[src/rtl/multi_voice_phase_engine_if.sv]
`default_nettype none
// ============================================================================
//  Module      : multi_voice_phase_engine_if
//  Description : Control, increment-write and phase-stream bundle for the
//                time-multiplexed voice phase engine.
//  Revision    : 1.0 - initial release
// ============================================================================
interface multi_voice_phase_engine_if #(
    parameter int NUM_VOICES = 24,
    parameter int PHASE_W    = 32,
    parameter int INC_W      = 24
);
    localparam int c_idx_w = $clog2(NUM_VOICES);

    logic                  sample_tick_in;
    logic [NUM_VOICES-1:0] gate_in;
    logic                  inc_wr_en_in;
    logic [c_idx_w-1:0]    inc_wr_addr_in;
    logic [INC_W-1:0]      inc_wr_data_in;
    logic [1:0]            inc_wr_shift_in;

    logic [PHASE_W-1:0]    phase_out;
    logic [c_idx_w-1:0]    voice_idx_out;
    logic                  phase_valid_out;
    logic                  wrap_out;
    logic                  sweep_done_out;
    logic                  overrun_out;

    // Stimulus / upstream side
    modport master (
        output sample_tick_in, gate_in, inc_wr_en_in, inc_wr_addr_in,
               inc_wr_data_in, inc_wr_shift_in,
        input  phase_out, voice_idx_out, phase_valid_out, wrap_out,
               sweep_done_out, overrun_out
    );

    // Engine side
    modport slave (
        input  sample_tick_in, gate_in, inc_wr_en_in, inc_wr_addr_in,
               inc_wr_data_in, inc_wr_shift_in,
        output phase_out, voice_idx_out, phase_valid_out, wrap_out,
               sweep_done_out, overrun_out
    );
endinterface
`default_nettype wire

[src/rtl/multi_voice_phase_engine.sv]
`default_nettype none
// ============================================================================
//  Module      : multi_voice_phase_engine
//  Description : One phase accumulator per voice, all updated once per audio
//                sample through a single shared adder; results stream out one
//                voice per cycle.
//  Revision    : 1.0 - initial release
// ============================================================================
module multi_voice_phase_engine #(
    parameter int NUM_VOICES = 24,
    parameter int PHASE_W    = 32,
    parameter int INC_W      = 24
) (
    input  wire                          clk_in,
    input  wire                          rst_in,
    multi_voice_phase_engine_if.slave    bus
);
    localparam int                 c_idx_w    = $clog2(NUM_VOICES);
    localparam logic [c_idx_w-1:0] c_last_idx = c_idx_w'(NUM_VOICES - 1);

    typedef enum logic [0:0] {
        ST_IDLE  = 1'b0,
        ST_SWEEP = 1'b1
    } state_t;

    state_t              r_state;
    state_t              w_state_nxt;
    logic [c_idx_w-1:0]  r_cnt;
    logic [c_idx_w-1:0]  w_cnt_nxt;
    logic                w_proc;
    logic                w_last;
    logic                w_overrun_set;

    // Per-voice storage
    logic [PHASE_W-1:0]    r_phase [NUM_VOICES];
    logic [INC_W-1:0]      r_inc   [NUM_VOICES];
    logic [1:0]            r_shift [NUM_VOICES];
    logic [NUM_VOICES-1:0] r_gate_prev;

    // Shared datapath for the voice currently in its slot
    logic                  w_gate;
    logic                  w_run;
    logic [PHASE_W-1:0]    w_inc_ext;
    logic [PHASE_W-1:0]    w_eff_inc;
    logic [PHASE_W:0]      w_sum;
    logic [PHASE_W-1:0]    w_phase_nxt;
    logic                  w_wrap_nxt;

    // Registered outputs
    logic [PHASE_W-1:0]    r_phase_out;
    logic [c_idx_w-1:0]    r_idx_out;
    logic                  r_valid_out;
    logic                  r_wrap_out;
    logic                  r_done_out;
    logic                  r_overrun_out;

    // Sweep sequencer state register
    always_ff @(posedge clk_in) begin
        if (rst_in) begin
            r_state <= ST_IDLE;
            r_cnt   <= '0;
        end else begin
            r_state <= w_state_nxt;
            r_cnt   <= w_cnt_nxt;
        end
    end

    // Sweep sequencer next state: one voice per cycle while sweeping
    always_comb begin
        w_state_nxt   = r_state;
        w_cnt_nxt     = r_cnt;
        w_proc        = 1'b0;
        w_last        = 1'b0;
        w_overrun_set = 1'b0;
        case (r_state)
            ST_IDLE: begin
                if (bus.sample_tick_in) begin
                    w_state_nxt = ST_SWEEP;
                    w_cnt_nxt   = '0;
                end
            end
            ST_SWEEP: begin
                w_proc        = 1'b1;
                w_overrun_set = bus.sample_tick_in;
                w_cnt_nxt     = r_cnt + c_idx_w'(1);
                if (r_cnt == c_last_idx) begin
                    w_last      = 1'b1;
                    w_state_nxt = ST_IDLE;
                    w_cnt_nxt   = '0;
                end
            end
            default: begin
                w_state_nxt = ST_IDLE;
                w_cnt_nxt   = '0;
            end
        endcase
    end

    // Shared adder: shifted increment added only while the note is held;
    // a fresh note-on (or gate low) forces the phase to zero
    always_comb begin
        w_gate      = bus.gate_in[r_cnt];
        w_run       = w_gate & r_gate_prev[r_cnt];
        w_inc_ext   = PHASE_W'(r_inc[r_cnt]);
        w_eff_inc   = w_inc_ext << r_shift[r_cnt];
        w_sum       = {1'b0, r_phase[r_cnt]} + {1'b0, w_eff_inc};
        w_phase_nxt = w_run ? w_sum[PHASE_W-1:0] : '0;
        w_wrap_nxt  = w_run & w_sum[PHASE_W];
    end

    // Voice tables; a same-edge write to the active voice lands after the
    // update has already read the old increment
    always_ff @(posedge clk_in) begin
        if (rst_in) begin
            for (int i = 0; i < NUM_VOICES; i++) begin
                r_phase[i] <= '0;
                r_inc[i]   <= '0;
                r_shift[i] <= '0;
            end
            r_gate_prev <= '0;
        end else begin
            if (bus.inc_wr_en_in && (32'(bus.inc_wr_addr_in) < NUM_VOICES)) begin
                r_inc[bus.inc_wr_addr_in]   <= bus.inc_wr_data_in;
                r_shift[bus.inc_wr_addr_in] <= bus.inc_wr_shift_in;
            end
            if (w_proc) begin
                r_phase[r_cnt]     <= w_phase_nxt;
                r_gate_prev[r_cnt] <= w_gate;
            end
        end
    end

    // Output stage: zeroed whenever no voice was processed on this edge
    always_ff @(posedge clk_in) begin
        if (rst_in) begin
            r_phase_out   <= '0;
            r_idx_out     <= '0;
            r_valid_out   <= 1'b0;
            r_wrap_out    <= 1'b0;
            r_done_out    <= 1'b0;
            r_overrun_out <= 1'b0;
        end else begin
            r_phase_out   <= w_proc ? w_phase_nxt : '0;
            r_idx_out     <= w_proc ? r_cnt : '0;
            r_valid_out   <= w_proc;
            r_wrap_out    <= w_proc & w_wrap_nxt;
            r_done_out    <= w_last;
            r_overrun_out <= r_overrun_out | w_overrun_set;
        end
    end

    assign bus.phase_out       = r_phase_out;
    assign bus.voice_idx_out   = r_idx_out;
    assign bus.phase_valid_out = r_valid_out;
    assign bus.wrap_out        = r_wrap_out;
    assign bus.sweep_done_out  = r_done_out;
    assign bus.overrun_out     = r_overrun_out;

endmodule
`default_nettype wire
[src/flat_wrapper.sv]
// flat-port wrapper written by rule: the top's interface ports become plain ports
module multi_voice_phase_engine_flat 
#(
    parameter int NUM_VOICES = 24,
    parameter int PHASE_W    = 32,
    parameter int INC_W      = 24
)
  (clk_in, rst_in, bus_sample_tick_in, bus_gate_in, bus_inc_wr_en_in, bus_inc_wr_addr_in, bus_inc_wr_data_in, bus_inc_wr_shift_in, bus_phase_out, bus_voice_idx_out, bus_phase_valid_out, bus_wrap_out, bus_sweep_done_out, bus_overrun_out);
  multi_voice_phase_engine_if #(.NUM_VOICES(NUM_VOICES), .PHASE_W(PHASE_W), .INC_W(INC_W)) bus_i ();
  input  wire clk_in;
  input  wire rst_in;
  input wire logic [$bits(bus_i.sample_tick_in)-1:0] bus_sample_tick_in;
  input wire logic [$bits(bus_i.gate_in)-1:0] bus_gate_in;
  input wire logic [$bits(bus_i.inc_wr_en_in)-1:0] bus_inc_wr_en_in;
  input wire logic [$bits(bus_i.inc_wr_addr_in)-1:0] bus_inc_wr_addr_in;
  input wire logic [$bits(bus_i.inc_wr_data_in)-1:0] bus_inc_wr_data_in;
  input wire logic [$bits(bus_i.inc_wr_shift_in)-1:0] bus_inc_wr_shift_in;
  output wire logic [$bits(bus_i.phase_out)-1:0] bus_phase_out;
  output wire logic [$bits(bus_i.voice_idx_out)-1:0] bus_voice_idx_out;
  output wire logic [$bits(bus_i.phase_valid_out)-1:0] bus_phase_valid_out;
  output wire logic [$bits(bus_i.wrap_out)-1:0] bus_wrap_out;
  output wire logic [$bits(bus_i.sweep_done_out)-1:0] bus_sweep_done_out;
  output wire logic [$bits(bus_i.overrun_out)-1:0] bus_overrun_out;
  assign bus_i.sample_tick_in = bus_sample_tick_in;
  assign bus_i.gate_in = bus_gate_in;
  assign bus_i.inc_wr_en_in = bus_inc_wr_en_in;
  assign bus_i.inc_wr_addr_in = bus_inc_wr_addr_in;
  assign bus_i.inc_wr_data_in = bus_inc_wr_data_in;
  assign bus_i.inc_wr_shift_in = bus_inc_wr_shift_in;
  assign bus_phase_out = bus_i.phase_out;
  assign bus_voice_idx_out = bus_i.voice_idx_out;
  assign bus_phase_valid_out = bus_i.phase_valid_out;
  assign bus_wrap_out = bus_i.wrap_out;
  assign bus_sweep_done_out = bus_i.sweep_done_out;
  assign bus_overrun_out = bus_i.overrun_out;
  multi_voice_phase_engine #(.NUM_VOICES(NUM_VOICES), .PHASE_W(PHASE_W), .INC_W(INC_W)) u_core (.clk_in(clk_in), .rst_in(rst_in), .bus(bus_i));
endmodule
[config.mk]
export PLATFORM = sky130hd
export DESIGN_NAME = multi_voice_phase_engine_flat
export DESIGN_NICKNAME = d
export VERILOG_FILES = /design/src/rtl/multi_voice_phase_engine_if.sv /design/src/rtl/multi_voice_phase_engine.sv /design/src/flat_wrapper.sv
export SDC_FILE = /design/constraint.sdc
export NUM_CORES = 2
export LEC_CHECK = 0
export BUFFER_PORTS_ARGS = -buffer_cell sky130_fd_sc_hd__buf_2
export CORE_ASPECT_RATIO = 1.2
export CORE_MARGIN = 10
export CORE_UTILIZATION = 48
export CTS_CLUSTER_DIAMETER = 120
export CTS_CLUSTER_SIZE = 24
export DETAILED_ROUTE_END_ITERATION = 8
export GPL_ROUTABILITY_DRIVEN = 0
export GPL_TIMING_DRIVEN = 0
export PLACE_DENSITY = 0.66
export SYNTH_ARGS = -nofsm -noshare
export SYNTH_HDL_FRONTEND = slang
export SYNTH_SLANG_ARGS = --single-unit
export TNS_END_PERCENT = 30
[constraint.sdc]
create_clock -name clk_in -period 13 [get_ports clk_in]
set_input_delay 0.65 -clock clk_in [delete_from_list [all_inputs] [get_ports clk_in]]
set_output_delay 0.65 -clock clk_in [all_outputs]
set_load 0.01 [all_outputs]
==> impl_metrics.env <==
export IMPL_synth_top_family_by_area="multiplexers"
export IMPL_critPathMaxFanout=10
export IMPL_fp_dieW_microns=404.5
export IMPL_p_leak_nw=31.81
export IMPL_grt_max_degree=34
export IMPL_post_cts_buffers=0
export IMPL_synthFlopType="edfxtp_1"
export IMPL_max_freq_ghz=0.1229
export IMPL_power_w=0.01181
export IMPL_grt_pass1_vias=49260
export IMPL_post_cts_resize_count=0
export IMPL_cts_htree_levels=3
export IMPL_wire_per_inst_microns=30.62
export IMPL_synth_edff_count=1856
export IMPL_hold_viol=0
export IMPL_skew_ns=0.06189
export IMPL_start_util=0.4823
export IMPL_cts_buffers=90
export IMPL_fin_ws_ns=4.860
export IMPL_nNetsFinal=5786
export IMPL_clock_sinks=1932
export IMPL_crit_type="reg2reg"
export IMPL_drc_errors=0
export IMPL_ir_worst_vdd_mv=0.1134
export IMPL_synth_distinct_cells=87
export IMPL_finalCritPeriodShare=0.6261
export IMPL_route_vias_total=48860
export IMPL_drt_antenna_violating_nets=0
export IMPL_yosys_warnings=0
export IMPL_maxCapViolCount=2
export IMPL_relSlewSlack=-0.01180
export IMPL_status="complete, but fails checks"
export IMPL_clk_pin_slew_ns=0.10
export IMPL_antenna_found_initial=21
export IMPL_rows=169
export IMPL_ios=100
export IMPL_cp_arrival_ns=8.59
export IMPL_muxShareOfSynthArea=0.1597
export IMPL_dieArea_sq_mm=0.1947
export IMPL_drt_pass1_iterations=7
export IMPL_worstPathRequired_ns=13.45
export IMPL_setup_violations=0
export IMPL_postSynth_asyncResetShare=0
export IMPL_avgSynthCellArea_sq_um=16.18
export IMPL_via_per_inst=6.064
export IMPL_post_place_ws_ns=5.117
export IMPL_tightest_slew_ns=1.512
export IMPL_ys_seq_elements=1932
export IMPL_insertion_delay_ns=0.80
export IMPL_netlist_top_cells_area="edfxtp_1, mux4_2, and2_1, nor2_1, mux2i_1"
export IMPL_yosys_area_share_simple=0.1081
export IMPL_drt_wl_total_mm=246.8
export IMPL_crit_path_end_kind="flip-flop"
export IMPL_rsz0062_at_grt="false"
export IMPL_core_area_sq_mm=0.1766
export IMPL_startpoint_type="flip-flop"
export IMPL_p_per_area_mw_per_mm2=127.5
export IMPL_drive_gt1_frac=0.2007
export IMPL_grt_pass1_wl_mm=350.3
export IMPL_synth_top_area_cell="edfxtp_1"
export IMPL_dp_hpwl_mm=178.6
export IMPL_syn_area_sq_mm=0.08515
export IMPL_grt_overflow_total=0
export IMPL_cts_root_buf="clkbuf_16"
export IMPL_drv_slew=11
export IMPL_synth_compound_area_frac=0.02166
export IMPL_die_h_microns=481.4
export IMPL_synthXorXnorAreaFrac=0.002895
export IMPL_period_needed_ns=8.140
export IMPL_min_path_type="in2reg"
export IMPL_synth_fa_ha_area_frac=0.004790
export IMPL_track_usage=0.2505
export IMPL_cts_tree="done"
export IMPL_port_buffers=98
export IMPL_ctsHoldBuffers=0
export IMPL_setup_tns_ns=0
export IMPL_drt_iter0_drc=6054
export IMPL_area_delta_synth_final_pct=8.771
export IMPL_violations="max-capacitance violations, max-slew violations"
export IMPL_synth_seq_area_share=0.6724
export IMPL_clock_path_buffers=3
export IMPL_synthCells=5261
export IMPL_synth_top_area_frac=0.6545
## synthesized netlist by cell type (32+ instances only)
master,number
nor3_1,37
edfxtp_1,1856
dfxtp_1,76
a21o_1,32
buf_6,49
mux2i_1,157
a21oi_1,47
buf_2,122
clkbuf_1,193
nand3_1,33
mux4_2,510
and2_1,636
nor2_1,841
buf_4,39
nand2_1,148
## kinds of logic after synthesis
group	after synthesis
multiplexers	704
AND/OR/NAND/NOR	1856
adder cells (fa/ha/maj)	32
buffers and inverters	483
flip-flops	1932
other	1
XOR/XNOR	20
AO/OA/AOI/OAI	233
## state kept, by name, summed over array words and instances (netlist names), named ones only
| register | count |
|---|---|
| u_core.bus.overrun_out | 1 |
| u_core.r_state | 1 |
| u_core.bus.phase_valid_out | 1 |
| u_core.r_inc | 768 |
| u_core.r_cnt | 5 |
| u_core.bus.phase_out | 32 |
| u_core.bus.voice_idx_out | 5 |
| u_core.r_gate_prev | 24 |
| u_core.bus.wrap_out | 1 |
| u_core.r_shift | 64 |
| u_core.bus.sweep_done_out | 1 |
| u_core.r_phase | 1024 |
## cell usage in the layout, fill, tap and decap left out, drive strengths merged, types with 14 or more instances in the layout
| master | synthesis | layout |
|---|---|---|
| buf | 237 | 372 |
| mux4 | 517 | 517 |
| nand2 | 161 | 161 |
| nand4 | 16 | 16 |
| or2 | 29 | 29 |
| xnor2 | 14 | 14 |
| edfxtp | 1856 | 1856 |
| mux2i | 158 | 158 |
| nor2 | 864 | 864 |
| a311oi | 23 | 23 |
| a21oi | 48 | 48 |
| mux2 | 29 | 29 |
| ha | 31 | 31 |
| clkbuf | 194 | 319 |
| a221oi | 25 | 25 |
| a21o | 32 | 32 |
| nor3 | 37 | 37 |
| dfxtp | 76 | 76 |
| nand3 | 46 | 46 |
| a32o | 24 | 24 |
| o21ai | 18 | 18 |
| conb | 1 | 208 |
| inv | 52 | 55 |
| diode | 0 | 14 |
| and2 | 636 | 636 |
## per-layer routing
metal	share of wire	global-route usage	vias up
met3	0.084	0.04593	513
met4	0.054	0.1196	20
met1	0.36	0.3056	25370
met2	0.50	0.4303	2550
met5	0.00049	0	-
li1	-	-	20410
## power breakdown
| part | internal [W] | leakage, nW | switching, W |
|---|---|---|---|
| clock | 0.00131 | 1.22 | 0.00197 |
| combinational | 0.000465 | 11.6 | 0.000945 |
| sequential | 0.00706 | 19.0 | 0.0000640 |
| total | 0.00884 | 31.8 | 0.00297 |
## metrics by stage
step	hold slack, ns	cells	cell area [sq um]	util
4_1_cts	0.1364	8042	92560	0.5242
5_1_grt	0.1932	8046	92590	0.5244
3_3_place_gp	0.4558	7874	89300	0.5058
6_report	0.1848	8058	92620	0.5246
3_5_place_dp	0.4779	7909	90020	0.5098
2_1_floorplan	0.4750	5468	85930	-
## critical path, cell delays in order, from the launching register on
cell and delay (ns):
dfxtp_1 0.34, buf_6 0.19, buf_8 0.19, buf_4 0.30, buf_4 0.28, buf_2 0.41
buf_2 0.67, mux4_2 0.35, mux2i_1 0.07, a221oi_1 0.87, mux2i_1 0.23, mux2i_1 0.38
ha_1 0.36, a21o_1 0.22, a31o_2 0.24, o21a_1 0.20, o21a_1 0.18, o21a_1 0.22
a311oi_2 1.17, clkbuf_1 0.57, nor2_1 0.31
## worst paths after layout
path,from,to,slack [ns],depth (start not counted)
setup / recovery,flip-flop,u_core.r_phase[28][9],4.86,20
hold / removal,bus_sample_tick_in,u_core.bus.overrun_out,0.18,3
setup reg to reg,flip-flop,u_core.r_phase[28][9],4.86,20
hold reg to reg,u_core.bus.overrun_out,u_core.bus.overrun_out,0.51,2
## area by class of cell
type / instances / area (sq um)
Sequential cell: 1932 / 57250
Timing Repair Buffer: 135 / 1179
Antenna cell: 14 / 35.03
Clock inverter: 8 / 136.4
Buffer: 431 / 2397
Tap cell: 2308 / 2888
Multi-Input combinational cell: 3053 / 26130
Inverter: 52 / 195.2
Fill cell: 14390 / 83950
Clock buffer: 125 / 2405
No activity file was read; power rests on OpenSTA's default activity.
